<file path="config.mk">
export PLATFORM = sky130hd
export DESIGN_NAME = ssg_scan_ctrl_n
export DESIGN_NICKNAME = d
export VERILOG_FILES = /design/src/rtl/ssg_scan_ctrl_n.sv
export SDC_FILE = /design/constraint.sdc
export NUM_CORES = 1
export LEC_CHECK = 0
export BUFFER_PORTS_ARGS = -buffer_cell sky130_fd_sc_hd__buf_4
export CAP_MARGIN = 40
export CORE_ASPECT_RATIO = 0.6
export CORE_MARGIN = 8
export CORE_UTILIZATION = 40
export DETAILED_ROUTE_END_ITERATION = 10
export GPL_ROUTABILITY_DRIVEN = 0
export PLACE_DENSITY_LB_ADDON = 0.25
export SLEW_MARGIN = 25
export SYNTH_ARGS = -nofsm -noshare
export SYNTH_HDL_FRONTEND = slang
export SYNTH_SLANG_ARGS = --single-unit
</file>
<file path="constraint.sdc">
create_clock -name CLK -period 13.8 [get_ports CLK]
set_clock_uncertainty 0.2 [all_clocks]
set_input_delay 2.76 -clock CLK [delete_from_list [all_inputs] [get_ports CLK]]
set_output_delay 2.76 -clock CLK [all_outputs]
set_load 0.01 [all_outputs]
</file>
<file path="src/rtl/ssg_scan_ctrl_n.sv">
// ssg_scan_ctrl_n: N-digit multiplexed seven-segment scanner with frame-synchronous
// shadow update, PWM dimming, blinking, leading-zero blanking and per-slot anode dead time.
module ssg_scan_ctrl_n #(
    parameter int NUM_DIGITS       = 8,
    parameter int CLK_FREQUENCY_HZ = 100000000,
    parameter bit ANODE_ACTIVE_LOW = 1'b1,
    parameter bit SEG_ACTIVE_LOW   = 1'b1,
    parameter int DIM_BITS         = 4,
    parameter int DEAD_CYCLES      = 16
) (
    input  logic                    CLK,
    input  logic                    RESET,
    input  logic [4*NUM_DIGITS-1:0] DIN,
    input  logic [8*NUM_DIGITS-1:0] SEG_DATA,
    input  logic                    USE_SEGMENT_DATA,
    input  logic [NUM_DIGITS-1:0]   BLANK,
    input  logic                    AUTOBLANK,
    input  logic [NUM_DIGITS-1:0]   BLINK,
    input  logic [2:0]              BLINK_RATE,
    input  logic [23:0]             REFRESH_RATE_DIV,
    input  logic [DIM_BITS-1:0]     BRIGHTNESS,
    input  logic                    UPDATE,
    output logic                    UPDATE_ACK,
    output logic                    FRAME_START,
    output logic [NUM_DIGITS-1:0]   AN,
    output logic [7:0]              SEG
);
    localparam int IW = $clog2(NUM_DIGITS);
    localparam logic [31:0] F = 32'(CLK_FREQUENCY_HZ);
    localparam logic [31:0] BLINK_PER [8] = '{F << 1, F, F / 2, F / 4, F / 8, F / 16, F / 20, F / 24};
    localparam logic [6:0] HEX [16] = '{7'h40, 7'h79, 7'h24, 7'h30, 7'h19, 7'h12, 7'h02, 7'h78,
                                        7'h00, 7'h10, 7'h08, 7'h03, 7'h46, 7'h21, 7'h06, 7'h0E};
    localparam logic [NUM_DIGITS-1:0] AN_OFF = ANODE_ACTIVE_LOW ? '1 : '0;
    localparam logic [7:0] SEG_OFF = SEG_ACTIVE_LOW ? 8'hFF : 8'h00;

    logic [IW-1:0]           idx;
    logic [23:0]             slot;
    logic [DIM_BITS-1:0]     pwm;
    logic [31:0]             blink_cnt;
    logic                    phase;
    logic                    pending;
    logic                    fresh;
    logic [4*NUM_DIGITS-1:0] sh_din;
    logic [8*NUM_DIGITS-1:0] sh_seg;
    logic                    sh_use;
    logic [NUM_DIGITS-1:0]   sh_blank;
    logic [NUM_DIGITS-1:0]   sh_blink;

    logic [23:0]             div_m1;
    logic                    slot_end;
    logic                    last;
    logic                    wrap;
    logic                    load;
    logic [31:0]             blink_lim;
    logic                    blink_end;
    logic                    z;
    logic [NUM_DIGITS-1:0]   zero_up;
    logic                    auto_bl;
    logic                    pwm_on;
    logic                    en;
    logic [3:0]              nib;
    logic [7:0]              pat;
    logic [NUM_DIGITS-1:0]   an_nx;

    // >= rather than == so a lowered divider ends the current slot at once
    assign div_m1    = REFRESH_RATE_DIV == '0 ? '0 : REFRESH_RATE_DIV - 24'd1;
    assign slot_end  = slot >= div_m1;
    assign last      = idx == IW'(NUM_DIGITS - 1);
    assign wrap      = slot_end && last;
    assign load      = wrap && (pending || UPDATE);
    assign blink_lim = BLINK_PER[BLINK_RATE] == '0 ? '0 : BLINK_PER[BLINK_RATE] - 32'd1;
    assign blink_end = blink_cnt >= blink_lim;

    // zero_up[k]: nibbles k..N-1 are all zero
    always_comb begin
        z = 1'b1;
        zero_up = '0;
        for (int i = NUM_DIGITS - 1; i >= 0; i--) begin
            z = z && sh_din[4*i +: 4] == 4'd0;
            zero_up[i] = z;
        end
    end

    assign nib     = sh_din[{idx, 2'b00} +: 4];
    assign auto_bl = !sh_use && AUTOBLANK && idx != '0 && zero_up[idx];
    assign pwm_on  = BRIGHTNESS == '0 ? 1'b0 : &BRIGHTNESS ? 1'b1 : pwm < BRIGHTNESS;
    assign en      = {8'd0, slot} >= 32'(DEAD_CYCLES) && !sh_blank[idx] && !auto_bl
                     && !(sh_blink[idx] && phase) && pwm_on;
    assign pat     = sh_use ? sh_seg[{idx, 3'b000} +: 8] : {HEX[nib], sh_seg[{idx, 3'b000}]};
    assign an_nx   = en ? ~(NUM_DIGITS'(1) << idx) : '1;

    always_ff @(posedge CLK or posedge RESET) begin
        if (RESET) begin
            idx         <= '0;
            slot        <= '0;
            pwm         <= '0;
            blink_cnt   <= '0;
            phase       <= 1'b0;
            pending     <= 1'b0;
            fresh       <= 1'b1;
            sh_din      <= '0;
            sh_seg      <= '1;
            sh_use      <= 1'b0;
            sh_blank    <= '0;
            sh_blink    <= '0;
            UPDATE_ACK  <= 1'b0;
            FRAME_START <= 1'b0;
            AN          <= AN_OFF;
            SEG         <= SEG_OFF;
        end else begin
            slot        <= slot_end ? '0 : slot + 24'd1;
            idx         <= !slot_end ? idx : last ? '0 : idx + 1'b1;
            pwm         <= pwm + 1'b1;
            blink_cnt   <= blink_end ? '0 : blink_cnt + 32'd1;
            phase       <= phase ^ blink_end;
            pending     <= !load && (pending || UPDATE);
            fresh       <= 1'b0;
            UPDATE_ACK  <= load;
            FRAME_START <= fresh || wrap;
            AN          <= ANODE_ACTIVE_LOW ? an_nx : ~an_nx;
            SEG         <= SEG_ACTIVE_LOW ? pat : ~pat;
            if (load) begin
                sh_din   <= DIN;
                sh_seg   <= SEG_DATA;
                sh_use   <= USE_SEGMENT_DATA;
                sh_blank <= BLANK;
                sh_blink <= BLINK;
            end
        end
    end
endmodule

</file>
==> impl_metrics.tcl <==
set metrics [dict create \
    clk_pin_slew_worst_paths_ns 0.07 \
    setup.worst_path.class "input pin to flop" \
    synth_top_cell_by_area "sky130_fd_sc_hd__dfrtp_1" \
    layout.nets 1395 \
    dp_wirelength_um 21900 \
    grt_antenna_before_repair 2 \
    diodes_inserted 0 \
    internal_reg_to_reg_setup_slack_ns 10.08 \
    seq_area_frac_synth_pct 44.4 \
    cts_setup_buffers 0 \
    synth_xor_area_share_pct 6.03 \
    ff2ff_path_depth 8 \
    synth_simple_gate_area_share_pct 14.1 \
    crit_path_end_kind "flop" \
    clock_sinks 197 \
    worst_slew_margin_rel_pct 44.9 \
    synthAdderAreaFrac_pct 8.95 \
    routed_wirelength_um 28800 \
    hold_class "flop to flop" \
    layout.cells.non_filler 1546 \
    mappedNetlistArea_um2 11300 \
    outcome "complete, no violations" \
    worst_skew_pair.late_latency_ns 0.45 \
    cp.depth 16 \
    p_comb_share_pct 10.6 \
    maxCapViolations 0 \
    die-height_um 146 \
    leakage_uw 0.00629 \
    netlist_instances 1009 \
    timing.setup.tns_ns 0 \
    synth-seq-cells 197 \
    final-hold-violation-count 0 \
    netlist.area_leader.share_pct 25.6 \
    synth_common_cells "116 x sky130_fd_sc_hd__dfrtp_1, 115 x sky130_fd_sc_hd__mux2_2, 86 x sky130_fd_sc_hd__nand2_1" \
    hold_path_depth 1 \
    number_of_vias_in_the_routed_layout 8099 \
    post_route_cells_drive_above_1_share_pct 37.7 \
    cpPeakStageDelay_ns 0.69 \
    worstMarginPinSlew_ns 0.805 \
    placed_cells 1513 \
    post_synthesis_mux_area_share_pct 18.1 \
    power_density_nw_per_um2 86.3 \
    route.detailed.drc 0 \
    final_antenna_net_count 0 \
    fillerInstances 2524 \
    dominant_combinational_cell_family_by_area_after_synthesis "multiplexers" \
    worst_hold_slack_ns 0.279 \
    count_of_flip_flops_with_a_built_in_enable_after_synthesis 0 \
    grt_pass1_wl_um 46500 \
    share_clk_of_total_power_pct 39.3 \
    drtPass1Iterations 5 \
    synth-main-ff-cell "sky130_fd_sc_hd__dfrtp_1" \
    htreeDepth 4 \
    layout_worst_path_cycle_share_pct 53.5 \
    grt_start_max_net_pins 85 \
    design.die.area_um2 34100 \
    grt-ovfl-total 0 \
    detailedRoute.firstIterationViolations 582 \
    hold-path-endpoint "pwm[0]$_DFF_PP0_" \
    cts_made_buffers 17 \
    power_switching_share_pct 25.0 \
    placement_row_count 47 \
    power.switching_uw 293 \
    cp.buffers_inverters 3 \
    rsz_0062_raised_after_global_routing "false" \
    synth_warnings 0 \
    internal_power_uw 878 \
    floorplan.core_area_um2 27700 \
    cp_slowest_cell "sky130_fd_sc_hd__or4_4" \
    grt_usage_pct 17.1 \
    cts.repair.resized 0 \
    clock_tree.root_cell "sky130_fd_sc_hd__clkbuf_16" \
    clock_tree.buffer_depth 2 \
    timing.critical_path.from_type "input pin" \
    avgSynthCellArea_um2 11.2 \
    arrival_ns 7.51 \
    post_synth_main_area_contributors "sky130_fd_sc_hd__dfrtp_1 26%, sky130_fd_sc_hd__dfstp_2 19%, sky130_fd_sc_hd__mux2_2 11%" \
    viasPerCell 5.24 \
    max_freq_mhz 135 \
    post-synth-top-count-cell "sky130_fd_sc_hd__dfrtp_1" \
    floorplan.io_pins 166 \
    terminus_of_the_critical_flop_to_flop_path "sh_din[29]$_DFFE_PP0P_" \
    initial_core_utilization_pct 40.9 \
    area_delta_synth_final_pct 19.8 \
    count_of_distinct_cell_types_in_the_synthesized_netlist 57 \
    synthArstFlopShare_pct 100 \
    seq_power_share_pct 50.1 \
    holdCritStartpoint "pwm[0]$_DFF_PP0_" \
    final_slew_viol_count 0 \
    die_width_um 233 \
    power.ir.vdd_worst_mv 0.0688 \
    timing.critical_path.max_delay_family "simple AND/OR/NAND/NOR gates" \
    grt_pass1_vias 8160 \
    ctsHoldBuffers 0 \
    synth-compound-area-share_pct 5.89 \
    layout_min_cycle_time_ns 7.38 \
    post_drt_wl_per_cell_um 18.6 \
    worst_r2r_startpoint "idx[0]$_DFFE_PP0N_" \
    crit_fanout 43 \
    portBuffers 165 \
    tritoncts "built" \
    timing.critical_path.cells "buf_4 -> or4_4 -> or3_4 -> nand3b_4 -> or4_4 -> nor3b_1 -> a21oi_1 -> ha_1 -> nand2_1 -> a21oi_1 -> a221oi_1 -> o21ai_0 -> and3_4 -> buf_4 -> buf_12 -> mux2_2" \
    finalSetupViolCount 0 \
    timing.critical_path.required_ns 13.93 \
]
==> metal layers <==
metal  GRT usage, %  share of wire, %  wire length, µm  up-vias
met4           4.05              0.97              279        4
met3           3.52               3.3              955       23
li1               -                 -                -     3942
met5              0             0.090               26        -
met2           24.0                42            12200      118
met1           26.4                53            15300     4012
==> worst register-to-register path, cell delays in order, from the launching register on <==
cell and delay (ns):
sky130_fd_sc_hd__dfrtp_2 0.34, sky130_fd_sc_hd__buf_4 0.50, sky130_fd_sc_hd__ha_1 0.30, sky130_fd_sc_hd__ha_1 0.28, sky130_fd_sc_hd__nor2b_1 0.19, sky130_fd_sc_hd__and3_4 0.48
sky130_fd_sc_hd__buf_4 0.60, sky130_fd_sc_hd__buf_12 0.32, sky130_fd_sc_hd__mux2_2 0.40
==> cells by family (layout without fill, tap and decap cells) <==
| family | after synthesis | after routing |
|---|---|---|
| AO/OA/AOI/OAI | 104 | 104 |
| XOR/XNOR | 78 | 78 |
| adder cells (fa/ha/maj) | 81 | 81 |
| buffers and inverters | 70 | 236 |
| flip-flops | 197 | 197 |
| multiplexers | 155 | 155 |
| other | 2 | 6 |
| AND/OR/NAND/NOR | 322 | 322 |
==> per-stage QoR <==
stage | util [%] | setup WS [ns] | instance area, µm² | power (µW)
2_1_floorplan | - | 5.61 | 11300 | 659
3_3_place_gp | 46.7 | 5.91 | 12900 | 718
3_5_place_dp | 47.1 | 5.96 | 13000 | 722
4_1_cts | 49.0 | 6.42 | 13600 | 1190
5_1_grt | 49.0 | 6.14 | 13600 | 1220
6_report | 49.0 | 6.42 | 13600 | 1170
==> sequential cells by signal, summed over array words and instances, names as in the netlist <==
signal,flops
AN,8
FRAME_START,1
SEG,8
UPDATE_ACK,1
blink_cnt,32
fresh,1
idx,3
pending,1
phase,1
pwm,4
sh_blank,8
sh_blink,8
sh_din,32
sh_seg,64
sh_use,1
slot,24
==> layout make-up <==
type                       count  area [µm²]  area share, %
clock buffer                  21         450           3.32
clock inverter                11        76.3          0.562
inverter                      27         109          0.802
multi-input combinational    746        6050           44.6
sequential                   197        5030           37.1
tap                          367         459           3.38
timing repair buffer         177        1400           10.3
==> worst max-delay path by stage <==
stage | start | end | slack (ns)
after floorplan | RESET | FRAME_START$_DFF_PP0_ | 5.61
after global placement | REFRESH_RATE_DIV[13] | sh_din[11]$_DFFE_PP0P_ | 5.91
after detailed placement | REFRESH_RATE_DIV[13] | sh_din[29]$_DFFE_PP0P_ | 5.96
after CTS | REFRESH_RATE_DIV[13] | sh_din[29]$_DFFE_PP0P_ | 6.42
after global routing | REFRESH_RATE_DIV[13] | sh_din[29]$_DFFE_PP0P_ | 6.14
final | REFRESH_RATE_DIV[13] | sh_din[29]$_DFFE_PP0P_ | 6.42
==> power groups by stage <==
stage               Sequential [µW]  Clock, µW  Combinational [µW]
floorplan                       597          0                62.4
global placement                597          0                 121
detailed placement              597          0                 125
CTS                             587        477                 126
global route                    587        498                 138
finish                          587        461                 124
==> layout by cell type (no fill, tap or decap), types with 6 or more instances in the layout <==
cell                        instances
sky130_fd_sc_hd__a211oi_1          11
sky130_fd_sc_hd__a21o_1             6
sky130_fd_sc_hd__a21oi_1           27
sky130_fd_sc_hd__and2_1             8
sky130_fd_sc_hd__and3_1             9
sky130_fd_sc_hd__and4_1            11
sky130_fd_sc_hd__buf_4            171
sky130_fd_sc_hd__clkbuf_16         17
sky130_fd_sc_hd__conb_1             6
sky130_fd_sc_hd__dfrtp_1          114
sky130_fd_sc_hd__dfstp_2           81
sky130_fd_sc_hd__ha_1              81
sky130_fd_sc_hd__inv_1             25
sky130_fd_sc_hd__mux2_2           115
sky130_fd_sc_hd__mux2i_1           12
sky130_fd_sc_hd__mux4_2            28
sky130_fd_sc_hd__nand2_1           86
sky130_fd_sc_hd__nand2b_1           8
sky130_fd_sc_hd__nand3_1           28
sky130_fd_sc_hd__nand4_1           17
sky130_fd_sc_hd__nor2_1            85
sky130_fd_sc_hd__nor2b_1            7
sky130_fd_sc_hd__nor3_1            20
sky130_fd_sc_hd__nor4_1            21
sky130_fd_sc_hd__o21ai_0           26
sky130_fd_sc_hd__xnor2_1           25
sky130_fd_sc_hd__xor2_1            53
(Power assumes the default switching activity.)
